File: src/rtl/uart_rx_fifo_pkg.sv
// Shared constants for the UART receive path.
// Holds the default byte width and the address-width helper used to size
// FIFO pointers from the entry count.
package uart_rx_fifo_pkg;

    localparam int unsigned DATA_W_DEF = 8;

    // Smallest r with 2**r >= n; gives ADDR_W for a power-of-two depth.
    function automatic int unsigned log2_ceil(input int unsigned n);
        int unsigned r;
        r = 0;
        for (int unsigned i = 0; i < 32; i++) begin
            if ((32'd1 << i) < n) begin
                r = i + 1;
            end
        end
        return r;
    endfunction

endpackage

File: src/rtl/uart_rx_fifo_if.sv
// Byte/read/status bundle between the UART receive FIFO and its neighbours.
//   master : the UART receiver plus the consumer (drives P_DATA, data_valid,
//            RD_EN, CLR_OVF; observes read data and status)
//   slave  : the FIFO itself
interface uart_rx_fifo_if
    import uart_rx_fifo_pkg::*;
#(
    parameter int unsigned DATA_W = DATA_W_DEF,
    parameter int unsigned DEPTH  = 8
);
    localparam int unsigned CNT_W = log2_ceil(DEPTH) + 1;

    logic [DATA_W-1:0] P_DATA;
    logic              data_valid;
    logic              RD_EN;
    logic              CLR_OVF;
    logic [DATA_W-1:0] RD_DATA;
    logic              RD_VALID;
    logic              EMPTY;
    logic              FULL;
    logic              ALMOST_FULL;
    logic [CNT_W-1:0]  COUNT;
    logic              OVERFLOW;

    modport master (
        output P_DATA, data_valid, RD_EN, CLR_OVF,
        input  RD_DATA, RD_VALID, EMPTY, FULL, ALMOST_FULL, COUNT, OVERFLOW
    );

    modport slave (
        input  P_DATA, data_valid, RD_EN, CLR_OVF,
        output RD_DATA, RD_VALID, EMPTY, FULL, ALMOST_FULL, COUNT, OVERFLOW
    );

endinterface

File: src/rtl/uart_rx_fifo_mem.sv
// DEPTH x DATA_W storage for the receive FIFO.
//   clk                       : write clock
//   wr_en, wr_addr, wr_data   : synchronous write port
//   rd_addr -> rd_data        : asynchronous read port
// Contents are intentionally not reset.
module uart_rx_fifo_mem #(
    parameter int unsigned DATA_W = 8,
    parameter int unsigned DEPTH  = 8,
    parameter int unsigned ADDR_W = 3
) (
    input  logic              clk,
    input  logic              wr_en,
    input  logic [ADDR_W-1:0] wr_addr,
    input  logic [DATA_W-1:0] wr_data,
    input  logic [ADDR_W-1:0] rd_addr,
    output logic [DATA_W-1:0] rd_data
);

    logic [DATA_W-1:0] mem [DEPTH];

    always_ff @(posedge clk) begin
        if (wr_en) begin
            mem[wr_addr] <= wr_data;
        end
    end

    assign rd_data = mem[rd_addr];

endmodule

File: src/rtl/uart_rx_fifo.sv
// Receive-side byte FIFO sitting directly behind the UART receiver.
//   CLK, RST : system clock, asynchronous active-high reset
//   bus      : slave side of uart_rx_fifo_if
//              in : P_DATA, data_valid (write pulse), RD_EN, CLR_OVF
//              out: RD_DATA/RD_VALID (registered read return), EMPTY, FULL,
//                   ALMOST_FULL, COUNT, OVERFLOW (sticky drop flag)
// Bytes arriving while full are dropped and flagged; there is no bypass
// from write to read when empty.
module uart_rx_fifo
    import uart_rx_fifo_pkg::*;
#(
    parameter int unsigned DATA_W   = DATA_W_DEF,
    parameter int unsigned DEPTH    = 8,
    parameter int unsigned AF_LEVEL = 6
) (
    input  logic           CLK,
    input  logic           RST,
    uart_rx_fifo_if.slave  bus
);

    localparam int unsigned ADDR_W = log2_ceil(DEPTH);
    localparam int unsigned PTR_W  = ADDR_W + 1;

    logic [PTR_W-1:0]  wr_ptr;
    logic [PTR_W-1:0]  rd_ptr;
    logic [PTR_W-1:0]  wr_ptr_nxt;
    logic [PTR_W-1:0]  rd_ptr_nxt;
    logic [PTR_W-1:0]  count_nxt;
    logic              wr_acc;
    logic              rd_acc;
    logic              drop;
    logic [DATA_W-1:0] mem_rd_data;

    // Acceptance uses the registered flags, i.e. the state before this edge.
    always_comb begin
        wr_acc     = bus.data_valid & ~bus.FULL;
        rd_acc     = bus.RD_EN & ~bus.EMPTY;
        drop       = bus.data_valid & bus.FULL;
        wr_ptr_nxt = wr_ptr + PTR_W'(wr_acc);
        rd_ptr_nxt = rd_ptr + PTR_W'(rd_acc);
        count_nxt  = wr_ptr_nxt - rd_ptr_nxt;
    end

    uart_rx_fifo_mem #(
        .DATA_W (DATA_W),
        .DEPTH  (DEPTH),
        .ADDR_W (ADDR_W)
    ) u_mem (
        .clk     (CLK),
        .wr_en   (wr_acc),
        .wr_addr (wr_ptr[ADDR_W-1:0]),
        .wr_data (bus.P_DATA),
        .rd_addr (rd_ptr[ADDR_W-1:0]),
        .rd_data (mem_rd_data)
    );

    // Pointers and status flags; flags are registered from the next pointers
    // so they change on the same edge as the pointers themselves.
    always_ff @(posedge CLK or posedge RST) begin
        if (RST) begin
            wr_ptr          <= '0;
            rd_ptr          <= '0;
            bus.COUNT       <= '0;
            bus.EMPTY       <= 1'b1;
            bus.FULL        <= 1'b0;
            bus.ALMOST_FULL <= 1'b0;
        end else begin
            wr_ptr          <= wr_ptr_nxt;
            rd_ptr          <= rd_ptr_nxt;
            bus.COUNT       <= count_nxt;
            bus.EMPTY       <= (wr_ptr_nxt == rd_ptr_nxt);
            bus.FULL        <= (wr_ptr_nxt[ADDR_W] != rd_ptr_nxt[ADDR_W]) &&
                               (wr_ptr_nxt[ADDR_W-1:0] == rd_ptr_nxt[ADDR_W-1:0]);
            bus.ALMOST_FULL <= (count_nxt >= PTR_W'(AF_LEVEL));
        end
    end

    // Registered read return; RD_DATA holds between reads.
    always_ff @(posedge CLK or posedge RST) begin
        if (RST) begin
            bus.RD_VALID <= 1'b0;
            bus.RD_DATA  <= '0;
        end else begin
            bus.RD_VALID <= rd_acc;
            if (rd_acc) begin
                bus.RD_DATA <= mem_rd_data;
            end
        end
    end

    // Sticky overflow; a drop in the same cycle as a clear keeps it set.
    always_ff @(posedge CLK or posedge RST) begin
        if (RST) begin
            bus.OVERFLOW <= 1'b0;
        end else if (drop) begin
            bus.OVERFLOW <= 1'b1;
        end else if (bus.CLR_OVF) begin
            bus.OVERFLOW <= 1'b0;
        end
    end

endmodule

File: src/flat_wrapper.sv
// flat-port wrapper written by rule: the top's interface ports become plain ports
module uart_rx_fifo_flat import uart_rx_fifo_pkg::*;
#(
    parameter int unsigned DATA_W   = DATA_W_DEF,
    parameter int unsigned DEPTH    = 8,
    parameter int unsigned AF_LEVEL = 6
)
  (CLK, RST, bus_P_DATA, bus_data_valid, bus_RD_EN, bus_CLR_OVF, bus_RD_DATA, bus_RD_VALID, bus_EMPTY, bus_FULL, bus_ALMOST_FULL, bus_COUNT, bus_OVERFLOW);
  uart_rx_fifo_if #(.DATA_W(DATA_W), .DEPTH(DEPTH)) bus_i ();
  input  logic CLK;
  input  logic RST;
  input wire logic [$bits(bus_i.P_DATA)-1:0] bus_P_DATA;
  input wire logic [$bits(bus_i.data_valid)-1:0] bus_data_valid;
  input wire logic [$bits(bus_i.RD_EN)-1:0] bus_RD_EN;
  input wire logic [$bits(bus_i.CLR_OVF)-1:0] bus_CLR_OVF;
  output wire logic [$bits(bus_i.RD_DATA)-1:0] bus_RD_DATA;
  output wire logic [$bits(bus_i.RD_VALID)-1:0] bus_RD_VALID;
  output wire logic [$bits(bus_i.EMPTY)-1:0] bus_EMPTY;
  output wire logic [$bits(bus_i.FULL)-1:0] bus_FULL;
  output wire logic [$bits(bus_i.ALMOST_FULL)-1:0] bus_ALMOST_FULL;
  output wire logic [$bits(bus_i.COUNT)-1:0] bus_COUNT;
  output wire logic [$bits(bus_i.OVERFLOW)-1:0] bus_OVERFLOW;
  assign bus_i.P_DATA = bus_P_DATA;
  assign bus_i.data_valid = bus_data_valid;
  assign bus_i.RD_EN = bus_RD_EN;
  assign bus_i.CLR_OVF = bus_CLR_OVF;
  assign bus_RD_DATA = bus_i.RD_DATA;
  assign bus_RD_VALID = bus_i.RD_VALID;
  assign bus_EMPTY = bus_i.EMPTY;
  assign bus_FULL = bus_i.FULL;
  assign bus_ALMOST_FULL = bus_i.ALMOST_FULL;
  assign bus_COUNT = bus_i.COUNT;
  assign bus_OVERFLOW = bus_i.OVERFLOW;
  uart_rx_fifo #(.DATA_W(DATA_W), .DEPTH(DEPTH), .AF_LEVEL(AF_LEVEL)) u_core (.CLK(CLK), .RST(RST), .bus(bus_i));
endmodule
File: config.mk
export PLATFORM = sky130hd
export DESIGN_NAME = uart_rx_fifo_flat
export DESIGN_NICKNAME = d
export VERILOG_FILES = /design/src/rtl/uart_rx_fifo_pkg.sv /design/src/rtl/uart_rx_fifo_if.sv /design/src/rtl/uart_rx_fifo_mem.sv /design/src/rtl/uart_rx_fifo.sv /design/src/flat_wrapper.sv
export SDC_FILE = /design/constraint.sdc
export NUM_CORES = 1
export LEC_CHECK = 0
export ABC_CLOCK_PERIOD_IN_PS = 3000
export CAP_MARGIN = 30
export CORE_MARGIN = 4
export CORE_UTILIZATION = 45
export DETAILED_ROUTE_END_ITERATION = 16
export PLACE_DENSITY = 0.72
export SLEW_MARGIN = 15
export SYNTH_ARGS = -nofsm -noshare
export SYNTH_HDL_FRONTEND = slang
export SYNTH_SLANG_ARGS = --single-unit
File: constraint.sdc
create_clock -name CLK -period 3 [get_ports CLK]
set_input_delay 0.45 -clock CLK [delete_from_list [all_inputs] [get_ports CLK]]
set_output_delay 0.45 -clock CLK [all_outputs]
set_load 0.02 [all_outputs]
==> flow_summary_export.csv <==
group,metric,value,unit
synth,syn_nets,208,
run_status,outcome,"complete, no violations",
die,placementRows,32,
clocking,numCtsBuffers,9,
critical_path,path_cells,"clkdlybuf4s50_1 -> nor2b_1 -> ha_1 -> inv_1 -> ha_1 -> nor2b_1 -> o21ai_2 -> maj3_2 -> xor2_1 -> a21o_1",
critical_path,crit_end,"u_core.bus.ALMOST_FULL$_DFF_PP0_",
global_route,grt_max_degree,26,
critical_path,startpoint,"bus_data_valid",
detailed_routing,viasPerCell,5.009,
clocking,cts.path.max_buffers,2,
critical_path,cp.buffers_inverters,2,
critical_path,crit_fanout,3,
job,maxCapViolCount,0,
synth,synth-edff-count,64,
critical_path,cp_top_family,"adder cells",
placement,port_buffers,29,
global_route,grt_pass1_vias,1712,
critical_path,cp.arrival,2500,ps
timing,fin_ws,743.2,ps
critical_path,r2r-start,"u_core.bus.EMPTY$_DFF_PP1_",
global_route,antenna_found_initial,0,
critical_path,critPathSlowestCell,"clkdlybuf4s50_1",
die,dieArea,0.009349,mm²
finish,fin_area,0.004255,mm²
critical_path,startpoint_type,"primary input",
synth,avgSynthCellArea,18.73,µm²
critical_path,rr_endpoint,"u_core.bus.ALMOST_FULL$_DFF_PP0_",
placement,gp_congestion,0.7708,
detailed_routing,totalWireLength,5.823,mm
timing,finClkSkew,8.106,ps
synth,ys_seq_area_share,72.00,%
hold_path,min_path_type,"primary input to asynchronous set/reset pin",
timing,finalHoldViolCount,0,
critical_path,max_stage_delay,470,ps
timing,slew_violations,0,
synth,synth_top_area_share,54.29,%
finish,antenna_cells,0,
clocking,clkSlewWorstSetupHoldPaths,90,ps
die,die_w,96.69,µm
finish,syn_to_final_growth,20.22,%
synth,postSynth.asyncResetShare,28.09,%
synth,yosys_register_bits,89,
timing,fmax,443.1,MHz
clocking,clock_sinks,89,
timing,slew_headroom,55.49,%
critical_path,reg2reg_slack,830,ps
detailed_routing,drc,0,
die,coreArea,0.007687,mm²
detailed_routing,route.vias.total,1713,
synth,synth.distinct_cells,33,
synth,synthCells,189,
finish,nets,254,
critical_path,path_depth,10,
clocking,postCtsHoldBufs,0,
critical_path,end_kind,"flip-flop",
timing,fin_crit,2257,ps
synth,ys_warn_count,0,
critical_path,r2r_cells,9,
timing,fin_setup_tns,0,ps
global_route,grt_pass1_wl,9.149,mm
detailed_routing,wl_per_cell,17.03,µm
global_route,grt-ovfl-total,0,
timing,post-route-period-util,75.23,%
synth,synthTopCellsByArea,"edfxtp_1 (54%), dfrtp_1 (17%), mux4_2 (6.4%)",
detailed_routing,ant_nets,0,
finish,drive_above_1_share,20.42,%
synth,synth_commonest_cells,"edfxtp_1 (64), dfrtp_1 (24), nand2_1 (12)",
global_route,grt_use_total,13.35,%
clocking,cts_tree,"built",
placement,pre_cts_ws,360.8,ps
placement,place_hpwl,3.741,mm
die,initial_core_util,46.04,%
critical_path,crit_required,3250,ps
die,pin_count,30,
synth,synth_largest_area_cell,"edfxtp_1",
pwr,p_leak,1.579,nW
synth,synth_flop_cell,"edfxtp_1",
pwr,ir_drop,363.1,µV
placement,post_dp_cell_area,0.003996,mm²
timing,setup_viol,0,
synth,syn_area,0.003540,mm²
detailed_routing,first_pass_iters,4,
die,die_h,96.69,µm
timing,timing.hold.ws,315.8,ps
clocking,clock_latency,350,ps
clocking,htreeDepth,3,
clocking,cts_root_buf,"clkbuf_8",
synth,yosysMostFrequentCell,"edfxtp_1",
detailed_routing,initialDrtViolationCount,79,
timing,worst_pin_slew,667.7,ps
timing,rsz0062_at_grt,"no",
pwr,power_density,1022,mW/mm²
clocking,cts_setup_buffers,0,
critical_path,path_class,"primary input to flip-flop",
clocking,cts_resized,0,
[where the power goes]
part	leakage (nW)	switching [mW]	internal (mW)
Sequential	0.880	0.185	1.62
Clock	0.121	0.398	0.575
Combinational	0.578	0.778	0.794
[area by class of cell]
| class | count | area [µm²] |
|---|---|---|
| inverters | 8 | 30.03 |
| fillers | 611 | 3432 |
| well taps | 102 | 127.6 |
| clock buffers | 11 | 141.4 |
| flip-flops and latches | 89 | 2549 |
| multi-input cells | 86 | 917.1 |
| clock inverters | 5 | 102.6 |
| repair buffers | 41 | 387.9 |
[worst reg2reg max path: cells and delay by family, from the launching register on]
family	cells	cell delay [ps]
AO/OA/AOI/OAI	2	220
XOR/XNOR	1	160
adder cells (fa/ha/maj)	3	800
buffers and inverters	1	60
flip-flops	1	540
AND/OR/NAND/NOR	2	300
[flip-flops by register name, summed over array words and instances (netlist names), 4 cells and up]
register            count
u_core.bus.COUNT        4
u_core.bus.RD_DATA      8
u_core.rd_ptr           4
u_core.u_mem.mem       64
u_core.wr_ptr           4
[cell usage in the layout (no fill, tap or decap), types with 2 or more instances in the layout]
cell | Yosys | routed
o21ai_1 | 8 | 8
mux4_1 | 6 | 6
nor2b_1 | 2 | 2
edfxtp_1 | 64 | 64
ha_1 | 6 | 6
nand2_1 | 12 | 12
mux4_2 | 10 | 10
nor3_1 | 3 | 3
clkdlybuf4s50_1 | 0 | 29
clkbuf_8 | 0 | 10
mux2i_1 | 8 | 8
xor2_1 | 3 | 3
dfrtp_1 | 24 | 24
inv_2 | 2 | 2
inv_1 | 6 | 6
nand2b_1 | 5 | 5
bufinv_16 | 0 | 3
xnor2_2 | 4 | 4
buf_4 | 1 | 11
nor2_1 | 7 | 7
[cell families after synthesis]
group | synth area share, %
AOI/OAI and AO/OA | 1.873
muxes | 13.08
buffers and inverters | 2.086
DFF | 72.00
xor gates and xnor gates | 4.065
and+or+nand+nor | 4.454
adders and majority gates | 2.439
[per-layer routing]
metal | global-route usage (%) | vias to the layer above | routed length, µm
li1 | - | 805 | -
met1 | 17.77 | 863 | 2628
met2 | 20.49 | 36 | 2839
met3 | 3.389 | 9 | 241
met4 | 6.695 | 0 | 114
met5 | 0 | - | 0
[worst min-delay path by stage]
stage / start / to / slack [ps] / depth (start not counted)
after floorplan: RST / u_core.bus.ALMOST_FULL$_DFF_PP0_ / 480 / 1
after global placement: u_core.bus.RD_DATA[5]$_DFFE_PP0N_ / u_core.bus.RD_DATA[5]$_DFFE_PP0N_ / 470 / 2
after detailed placement: u_core.bus.RD_DATA[5]$_DFFE_PP0N_ / u_core.bus.RD_DATA[5]$_DFFE_PP0N_ / 470 / 2
after CTS: u_core.bus.RD_DATA[5]$_DFFE_PP0N_ / u_core.bus.RD_DATA[5]$_DFFE_PP0N_ / 490 / 2
after global routing: RST / u_core.bus.RD_DATA[0]$_DFFE_PP0N_ / 320 / 2
final: RST / u_core.bus.RD_DATA[0]$_DFFE_PP0N_ / 320 / 2
[per-stage QoR]
step           power (mW)  cells  utilization [%]
2_1_floorplan       2.952    189                -
3_3_place_gp        3.406    325            51.99
3_5_place_dp        3.426    325            51.99
4_1_cts             4.412    341            55.16
5_1_grt             4.621    342            55.35
6_report            4.350    342            55.35
Note: power is estimated with default switching activity, not from simulation.
